<file path="src/rtl/serial_pattern_tx_pkg.sv">
// Shared definitions for the serial pattern transmitter: FSM state encoding
// and the default word width / inter-word gap.
package serial_pattern_tx_pkg;

   localparam int WIDTH_DEFAULT = 8;
   localparam int GAP_DEFAULT   = 1;

   typedef enum logic [1:0] {
      S_IDLE  = 2'd0,
      S_SHIFT = 2'd1,
      S_GAP   = 2'd2
   } state_e;

endpackage

</file>
<file path="src/rtl/serial_pattern_tx_piso_shift.sv">
// Parallel-in serial-out shifter with a remaining-bit counter.
// The used field is left-aligned on load so bit_out is always the MSB of the
// register; the unused low bits are zero-filled, so after the last shift the
// register is all zeros and bit_out idles at 0 without extra gating.
// empty=1 means the bit currently on bit_out is the final one (or nothing
// was loaded).
module piso_shift #(
   parameter int WIDTH = 8,
   parameter int LW    = $clog2(WIDTH + 1)
) (
   input  logic             clk,
   input  logic             reset_n,
   input  logic             load,
   input  logic [WIDTH-1:0] load_data,
   input  logic [LW-1:0]    load_len,
   input  logic             shift,
   output logic             bit_out,
   output logic             empty
);

   logic [WIDTH-1:0] sr_q, sr_d;
   logic [LW-1:0]    cnt_q, cnt_d;

   // Next-state for the shifter: load takes priority over shift.
   always_comb begin
      sr_d  = sr_q;
      cnt_d = cnt_q;
      if (load) begin
         sr_d  = load_data << (WIDTH - int'(load_len));
         cnt_d = (load_len == '0) ? '0 : load_len - LW'(1);
      end else if (shift) begin
         sr_d  = {sr_q[WIDTH-2:0], 1'b0};
         cnt_d = (cnt_q == '0) ? '0 : cnt_q - LW'(1);
      end
   end

   // Shift register and counter; reset clears any partial word.
   always_ff @(posedge clk or negedge reset_n) begin
      if (!reset_n) begin
         sr_q  <= '0;
         cnt_q <= '0;
      end else begin
         sr_q  <= sr_d;
         cnt_q <= cnt_d;
      end
   end

   assign bit_out = sr_q[WIDTH-1];
   assign empty   = (cnt_q == '0);

endmodule

</file>
<file path="src/rtl/serial_pattern_tx.sv">
// Serial pattern transmitter: accepts a word plus a bit length, emits the
// used field MSB first on x with x_valid, pulses done after the last bit and
// then idles for GAP cycles before accepting the next word.
//
// Handshake: a word is accepted on a rising edge where in_valid=1 and
// in_ready=1. in_ready is registered and is high only in IDLE, so in_valid
// while busy is ignored and the source must hold the word until accepted.
module serial_pattern_tx
   import serial_pattern_tx_pkg::*;
#(
   parameter int WIDTH = WIDTH_DEFAULT,
   parameter int GAP   = GAP_DEFAULT,
   parameter int LW    = $clog2(WIDTH + 1)
) (
   input  logic             clk,
   input  logic             reset_n,
   input  logic [WIDTH-1:0] in_data,
   input  logic [LW-1:0]    in_len,
   input  logic             in_valid,
   output logic             in_ready,
   output logic             x,
   output logic             x_valid,
   output logic             done
);

   localparam int GCW = (GAP > 1) ? $clog2(GAP) : 1;
   localparam logic [GCW-1:0] GAP_LAST = GCW'((GAP > 0) ? GAP - 1 : 0);

   state_e         state_q, state_d;
   logic [GCW-1:0] gap_q, gap_d;
   logic           x_valid_q, x_valid_d;
   logic           done_q, done_d;
   logic           in_ready_q, in_ready_d;

   logic           hs;
   logic [LW-1:0]  len_eff;
   logic           load, shift, empty, bit_out;

   piso_shift #(
      .WIDTH (WIDTH),
      .LW    (LW)
   ) u_piso (
      .clk       (clk),
      .reset_n   (reset_n),
      .load      (load),
      .load_data (in_data),
      .load_len  (len_eff),
      .shift     (shift),
      .bit_out   (bit_out),
      .empty     (empty)
   );

   // FSM next-state, gap counter and registered-output next values.
   always_comb begin
      state_d = state_q;
      gap_d   = gap_q;
      load    = 1'b0;
      shift   = 1'b0;
      done_d  = 1'b0;
      hs      = in_valid & in_ready_q;
      len_eff = (in_len > LW'(WIDTH)) ? LW'(WIDTH) : in_len;
      case (state_q)
         S_IDLE: begin
            if (hs) begin
               load = 1'b1;
               if (len_eff != '0) begin
                  state_d = S_SHIFT;
               end else begin
                  // Zero-length word: consumed, completes at once, no gap.
                  done_d = 1'b1;
               end
            end
         end
         S_SHIFT: begin
            // Always advance; the final shift leaves the register zeroed.
            shift = 1'b1;
            if (empty) begin
               done_d = 1'b1;
               if (GAP > 0) begin
                  state_d = S_GAP;
                  gap_d   = GAP_LAST;
               end else begin
                  state_d = S_IDLE;
               end
            end
         end
         S_GAP: begin
            if (gap_q == '0) begin
               state_d = S_IDLE;
            end else begin
               gap_d = gap_q - GCW'(1);
            end
         end
         default: state_d = S_IDLE;
      endcase
      x_valid_d  = (state_d == S_SHIFT);
      in_ready_d = (state_d == S_IDLE);
   end

   // State and output registers. in_ready resets low and rises on the first
   // edge after reset release, which also retimes the release internally.
   always_ff @(posedge clk or negedge reset_n) begin
      if (!reset_n) begin
         state_q    <= S_IDLE;
         gap_q      <= '0;
         x_valid_q  <= 1'b0;
         done_q     <= 1'b0;
         in_ready_q <= 1'b0;
      end else begin
         state_q    <= state_d;
         gap_q      <= gap_d;
         x_valid_q  <= x_valid_d;
         done_q     <= done_d;
         in_ready_q <= in_ready_d;
      end
   end

   assign x        = bit_out;
   assign x_valid  = x_valid_q;
   assign done     = done_q;
   assign in_ready = in_ready_q;

endmodule

</file>
<file path="config.mk">
export PLATFORM = sky130hd
export DESIGN_NAME = serial_pattern_tx
export DESIGN_NICKNAME = d
export VERILOG_FILES = /design/src/rtl/serial_pattern_tx_pkg.sv /design/src/rtl/serial_pattern_tx_piso_shift.sv /design/src/rtl/serial_pattern_tx.sv
export SDC_FILE = /design/constraint.sdc
export NUM_CORES = 1
export LEC_CHECK = 0
export ABC_AREA = 1
export CAP_MARGIN = 20
export CELL_PAD_IN_SITES_DETAIL_PLACEMENT = 0
export CELL_PAD_IN_SITES_GLOBAL_PLACEMENT = 1
export CORE_MARGIN = 3
export CORE_UTILIZATION = 40
export CTS_CLUSTER_SIZE = 12
export DETAILED_ROUTE_END_ITERATION = 8
export PLACE_DENSITY_LB_ADDON = 0.2
export SKIP_LAST_GASP = 1
export SLEW_MARGIN = 20
export SYNTH_ARGS = -nofsm -noshare
export SYNTH_HDL_FRONTEND = slang
export SYNTH_SLANG_ARGS = --single-unit
</file>
<file path="constraint.sdc">
create_clock -name clk -period 2.7 [get_ports clk]
set_input_delay 0.54 -clock clk [delete_from_list [all_inputs] [get_ports clk]]
set_output_delay 0.54 -clock clk [all_outputs]
set_load 0.005 [all_outputs]
</file>
==> results.cfg <==
[synthesis]
syn-num-nets = 200
syn-cell-area_um2 = 1232
yosysMostFrequentCell = nand2_1
synth_async_sr_flop_share_pct = 100.0
synth_edf_count = 0
synth-seq-cells = 17
yosys.area.top_type_share_pct = 34.52
postSynthAreaPerCell_um2 = 6.735
synthTopCellsByArea = dfrtp_1 (35%), nand2_1 (13%), nand3_1 (11%), inv_1 (6.1%), nor2_1 (6.1%)
synth.distinct_cells = 28
synth_warnings = 0
yosys_most_used_dff = dfrtp_1
yosys.area.top_type = dfrtp_1
ys_seq_area_share_pct = 34.52
syn_inst = 183
synth_commonest_cells = nand2_1 (44), nand3_1 (28), inv_1 (20), nor2_1 (20), dfrtp_1 (17)

[sta]
fin_crit_sh_pct = 87.00
fmax_mhz = 425.7
rsz0062_at_grt = no
worstMarginPinSlew_ps = 746.9
finalWorstSetupSlack_ps = 350.9
worst_slew_margin_rel_pct = 50.05
timing.final.crit_period_ps = 2349
fin_tns_setup_ps = 0
finalSetupViolations = 0
finalClockSkew_ps = 10.07
hold_violations = 0
slew_violations = 0
timing.hold.ws_ps = 528.6

[critical_path]
regToRegSetupSlack_ps = 1150
critical_path.max_fanout = 5
end_kind = register
cpPeakStageDelay_ps = 420
r2r-start = state_q[0]
path_common_cell = nand2_1
slowest_stage = clkdlybuf4s50_1
path_class = in -> reg
start_kind = input pin
reg2regPathDepth = 9
path_cells = clkdlybuf4s50_1, nor2_1, nand2_1, nand2_1, nand2_1, ha_1, inv_2, nand2_1, nand2_1, inv_1, nand3_1, nand3_1, nand3_1, nand3_1, nand2_1, inv_1
arrival_ps = 2550
r2r-end = u_piso.cnt_q[0]
cp.required_ps = 2900

[hold_path]
min_path_type = reg -> reg
whs_path_depth = 1
hp-start = u_piso.sr_q[0]
whs_endpoint = u_piso.sr_q[0]

[place]
port_buffers = 18
dp_hpwl_um = 2164
placed_area_um2 = 1449
place_ws_ps = 51.64
gp_congestion = 0.8095

[clock_network]
htreeDepth = 1
clk_pin_slew_ps = 110
numCtsBuffers = 3
ctsHoldBuffers = 0
ctsResizeCount = 0
insertion_delay_ps = 290
cts_num_sinks = 17
post_cts_buffers = 0
cts_tree = built
clockBufferDepth = 2
root_buffer = clkbuf_4

[route]
drtIter0Drc = 64
vias_per_cell = 5.132
wl_per_cell_um = 11.82
ant_nets = 0
drcViolationCount = 0
routed_wl_um = 2765
drtPass1Iterations = 4
vias = 1201

[global_routing]
grt_use_total_pct = 16.45
overflow = 0
antenna_found_initial = 0
grt_start_max_net_pins = 18
grt_pass1_vias = 1062
grt_pass1_wl_um = 4733

[cells_and_area]
syn2layout_area_growth_pct = 19.80
drive_above_1_share_pct = 14.78
nNetsFinal = 221
n_antenna_cell = 0
final_area_um2 = 1476

[die]
fp.dieH_um = 61.51
dieArea_um2 = 3783
fp.dieW_um = 61.51
rows = 19
ioPinCount = 19
start_util_pct = 43.20
core_region_area_um2 = 2853

[power]
fin_total_pwr_mw = 1.250
ir_drop_uv = 675.5
powerDensity_nw_per_um2 = 846.5
power.leakage_nw = 0.7639

[flow_run]
cap_violations = 0

[status]
status = complete, no violations
[cell usage in the layout, fill, tap and decap left out, types with 2 or more instances in the layout]
master           synthesis  routed
nand2_1                 44      44
nand3_1                 28      28
nor2_1                  20      20
inv_1                   20      20
clkdlybuf4s50_1          0      18
dfrtp_1                 17      17
o21ai_0                 10      10
inv_2                    7       7
buf_4                    3       5
nand2_2                  3       3
a21oi_1                  3       3
clkbuf_4                 0       3
nor2_2                   2       2
nand3_2                  2       2
o22ai_1                  2       2
o21ai_1                  2       2
or2_2                    2       2
nand4_1                  2       2
a21oi_2                  2       2
ha_1                     2       2
[registers in the layout (all words and copies together), names as in the netlist]
| register | cells |
|---|---|
| u_piso.sr_q | 8 |
| u_piso.cnt_q | 4 |
| state_q | 2 |
| x_valid | 1 |
| in_ready | 1 |
| done | 1 |
[per-stage QoR]
| step | utilization [%] | std cells |
|---|---|---|
| global route | 51.75 | 234 |
| CTS | 51.75 | 234 |
| finish | 51.75 | 234 |
| global placement | 50.79 | 230 |
| floorplan | - | 183 |
| detailed placement | 50.79 | 230 |
[final cells by class]
class,instances,area [um^2]
Fill cell,298,1376
Tap cell,31,38.79
Inverter,27,101.3
Multi-Input combinational cell,132,665.6
Clock buffer,3,22.52
Sequential cell,17,425.4
Timing Repair Buffer,23,217.7
Clock inverter,1,5.005
[where the power goes]
| part | internal [mW] | switching (mW) | total (mW) |
|---|---|---|---|
| logic | 0.282 | 0.396 | 0.678 |
| clock network | 0.0550 | 0.0805 | 0.136 |
| registers | 0.375 | 0.0615 | 0.436 |
| total | 0.712 | 0.538 | 1.25 |
[cell families after synthesis]
kind of cell / Yosys count / share of synthesized area [%]
DFF: 17 / 34.52
AOI/OAI and AO/OA: 22 / 10.36
adders and majority gates: 2 / 2.030
xor gates and xnor gates: 1 / 1.320
buffers and inverters: 34 / 11.47
and+or+nand+nor: 107 / 40.30
[metal layers]
layer | up-vias | wire, um | GRT usage (%)
met5 | - | 0 | 0
met3 | 0 | 129 | 3.774
met2 | 30 | 1293 | 25.26
met4 | 0 | 0 | 1.818
met1 | 547 | 1342 | 24.30
li1 | 624 | - | -
[worst max path at each step]
| stage | startpoint | cells past startpoint | slack (ps) | to |
|---|---|---|---|---|
| 6_report | in_len[0] | 16 | 350 | u_piso.sr_q[7] |
| 5_1_grt | in_len[1] | 16 | 120 | u_piso.sr_q[7] |
| 4_1_cts | in_len[1] | 16 | 370 | u_piso.sr_q[7] |
| 3_5_place_dp | in_len[1] | 16 | 50 | u_piso.sr_q[7] |
| 3_3_place_gp | in_len[1] | 16 | 110 | u_piso.sr_q[7] |
| 2_1_floorplan | in_len[0] | 16 | 640 | u_piso.sr_q[7] |
[worst max-delay path: cells and delay by family]
kind	cells	cell delay (ps)
buffers and inverters	4	610
and+or+nand+nor	11	1150
adders and majority gates	1	240
Power figures use the tool's default switching activity.
==> patch 1 (same flow settings) <==
Take the reset off `sr_q` and load it in a clocked block of its own.
--- a/src/rtl/serial_pattern_tx_piso_shift.sv
+++ b/src/rtl/serial_pattern_tx_piso_shift.sv
@@ -39,8 +39,10 @@
       if (!reset_n) begin
-         sr_q  <= '0;
          cnt_q <= '0;
       end else begin
-         sr_q  <= sr_d;
          cnt_q <= cnt_d;
       end
+   end
+
+   always_ff @(posedge clk) begin
+      sr_q <= sr_d;
    end
Function: differs if reset_n is asserted again (counterexample within 4 cycles, from zero or initial values and one cycle with reset_n low); with reset_n held inactive, the same outputs for 10 cycles.
==> patch 1 against the original RTL <==
  * Register-to-register slack better by 80 ps
  * Hold slack improved by 9.2 ps
  * Setup slack better by 160 ps
  * Design area shrank 8.1%
  * Total power decreased by 8.3%
  * Largest cell class unchanged
  * Sequential cell count stayed put
  * Sequential share of layout area rose by 5.5 points
  * Area after synthesis shrank 8.7%
  * Routed wire length decreased by 5.3%
==> patch 1: results (changes against the original RTL) <==
* Slew margin rel. at 71.15% (+21 points)
* Crit-path max cell delay at 460 ps (+40 ps)
* # clk buffers at 4 (+1)
* Non-clock buffers, area share at 14.94% (+0.20 points)
* GPL Wtd Cong at 0.8059 (-0.44%)
* Inst Count DP at 201 (-13%)
* Synth area leaders: edfxtp_1 (21%), dfrtp_1 (20%), nand3_1 (17%)
* Post-synthesis adder-cell area fraction at 2.225% (+0.19 points)
* Clock-cell share at 1.937% (+0.073 points)
* Fraction of area in registers at 34.32% (+5.5 points)
* Post-synth EDFFs at 8 (+8)
* Clock sinks at 17 (unchanged)
* WL/cell at 12.78 um (+8.1%)
* Static leakage at 0.6621 nW (-13%)
* Hold Slack at 537.8 ps (+9.201 ps)
* Peak VDD IR at 0.5612 mV (-17%)
* Critical path origin: in_len[3]
* CP endpoint: u_piso.sr_q[5]
* Outcome: finished, final reports clean
* Synth async-reset ratio at 52.94% (-47 points)
* Row count at 18 (-1)
* Final net count at 193 (-13%)
* Global-route wire length before repair at 4381 um (-7.4%)
* Synth Area in Compound Gates at 3.671% (-6.7 points)
* Tcrit/Tclk final at 81.09% (-5.9 points)
* Worst R2R Path Depth at 5 (-4)
* Avg Inst Size Synth at 7.304 um^2 (+8.5%)
* Bufs w/o clock at 21 (-8.7%)
* Unique masters post-synth at 23 (-18%)
* Placed Area at 1330 um^2 (-8.2%)
* Initial drt markers at 62 (-3.1%)
* WP data arrival at 2250 ps (-300 ps)
* Layout cell share with drive strength beyond 1 at 8.000% (-6.8 points)
* Synth Area in XOR/XNOR at 0% (-1.3 points)
* Post-synth top area share at 21.36% (-13 points)
* Vias in the first global route at 960 (-9.6%)
* Detailed Routing Iterations Pass 1 at 5 (+1)
* Multi-input gate count at 118 (-11%)
* Non-filler cells, final at 205 (-12%)
* Pre-CTS WS at 195.7 ps (+144.1 ps)
* Vias at 1,071 (-11%)
* Global router's overall resource usage at 16.58% (+0.13 points)
* Final Skew at 1.169 ps (-8.896 ps)
* Fillers at 256 (-14%)
* Mapped Nets at 171 (-14%)
* Clock Tree Root: clkbuf_4
* CP max FO at 11 (+6)
* Post-synth top cells: nand2_1 (47), nand3_1 (38), nor2_1 (16), inv_1 (12), dfrtp_1 (9)
* Reg-to-reg slack, setup at 1230 ps (+80 ps)
* Multi-input gate area at 568.0 um^2 (-15%)
* Reg-to-reg endpoint: u_piso.sr_q[6]
* DP Wirelength at 2091 um (-3.3%)
* Hold Crit Class: primary input to asynchronous set/reset pin
* Largest net degree at the start of global routing at 14 (-4)
* Sequential area share after synthesis at 41.38% (+6.9 points)
* Reg area at 465.4 um^2 (+9.4%)
* Non-clk invs at 15 (-44%)
patch 1: changes by cell type in the layout (fill, tap and decap cells not counted), sizes merged, moves of 5 or more:
cell	delta
edfxtp	+8
inv	-13
nor2	-5
dfrtp	-8
nand3	+10
o21ai	-10
patch 1: layer usage:
layer  global-route usage [%]  routed length [um]
met5                        0                   0
met2                    24.76                1143
met1                    24.25                1341
met4                    6.796                  40
met3                    1.961                  94
patch 1: report_power, final:
| group | total, mW | leakage [nW] | switching (mW) | internal, mW |
|---|---|---|---|---|
| clock network | 0.139 | 0.0150 | 0.0815 | 0.0576 |
| logic | 0.518 | 0.455 | 0.317 | 0.200 |
| registers | 0.490 | 0.192 | 0.0557 | 0.434 |
| total | 1.15 | 0.662 | 0.455 | 0.692 |
patch 1: critical path: cells and delay by family:
family                   cells  cell delay, ps
buffers and inverters        3             660
adder cells (fa/ha/maj)      1             260
AND/OR/NAND/NOR              8             800
==> patch 2 (same flow settings) <==
Made on the original files. `WIDTH_DEFAULT`: 8 -> 16.
--- a/src/rtl/serial_pattern_tx_pkg.sv
+++ b/src/rtl/serial_pattern_tx_pkg.sv
@@ -4,3 +4,3 @@
 
-   localparam int WIDTH_DEFAULT = 8;
+   localparam int WIDTH_DEFAULT = 16;
    localparam int GAP_DEFAULT   = 1;
Ports: changed (resized in_data and in_len); port bits go from 19 to 28. No check against the original RTL was run, so the function may have changed too.
==> patch 2 against the original RTL <==
  * Design area rose by 84%
  * Clock power rose by 140%
  * Sequential share of layout area down 4.9 points
  * Routed wire length increased by 100%
  * Sequential cell count up 9
  * Setup slack got worse by 120 ps
  * Area after synthesis grew 74%
  * Total power grew 63%
==> patch 2: results (changes against the original RTL) <==
* GR Layer Usage met2 at 30.89% (+5.6 points)
* Clock Tree Root: clkbuf_8
* Vias in the first global route at 2,113 (+99%)
* CP endpoint: u_piso.sr_q[13]
* Sw frac at 40.79% (-2.2 points)
* WL/cell at 12.35 um (+4.5%)
* DP Wirelength at 4399 um (+100%)
* DR top layer: met4
* Global-route wire length before repair at 9749 um (+110%)
* Critical path origin: in_len[3]
* Comb pwr share at 52.7% (-1.6 points)
* Hold Slack at 489.8 ps (-38.78 ps)
* M1 WL at 2804 um (+110%)
* Worst skew pair latency at 270 ps (-20 ps)
* Syn Inst Count at 327 (+79%)
* Slew margin rel. at 77.66% (+28 points)
* Final net count at 406 (+84%)
* Synth area leaders: dfrtp_1 (30%), nand2_1 (20%), nand3_1 (17%)
* Met3 usage at 2.948% (-0.83 points)
* Min-Delay Path Depth at 2 (+1)
* Routing usage on met1 at 27.13% (+2.8 points)
* Post-synth top cells: nand2_1 (112), nand3_1 (71), inv_1 (28), dfrtp_1 (26), o21ai_0 (17)
* Met2 routed WL at 2528 um (+96%)
* Biggest regs: u_piso.sr_q (16), u_piso.cnt_q (5), state_q (2)
* Unique masters post-synth at 32 (+14%)
* # port buffers at 27 (+9)
* Outcome: finished, final reports clean
* Mapped Nets at 355 (+78%)
[patch 2: cell families (layout without fill, tap and decap cells)]
kind of cell	count (synthesis)	count (layout)	share of synthesized area, %
simple gates	223	223	49.07
buf+inv	45	95	10.78
compound gates	27	27	6.702
flops	26	26	30.30
fa+ha+maj	4	4	2.331
xor+xnor	2	2	0.8160
[patch 2: layout make-up]
cell class | count | area (um^2)
fillers | 549 | 2417
multi-input cells | 256 | 1267
flip-flops and latches | 26 | 650.6
repair buffers | 61 | 533.0
inverters | 30 | 112.6
well taps | 70 | 87.58
clock buffers | 3 | 41.29
clock inverters | 1 | 30.03
[patch 2: what timing repair did]
action | CTS | global route
resized for setup | 0 | 4
endpoints found under the setup margin | 0 | 9
buffers inserted | 0 | 1
[patch 2: worst max-delay path, delay by kind of cell]
kind	cells	cell delay, ps
adders and majority gates	2	490
and+or+nand+nor	11	880
buffers and inverters	4	740
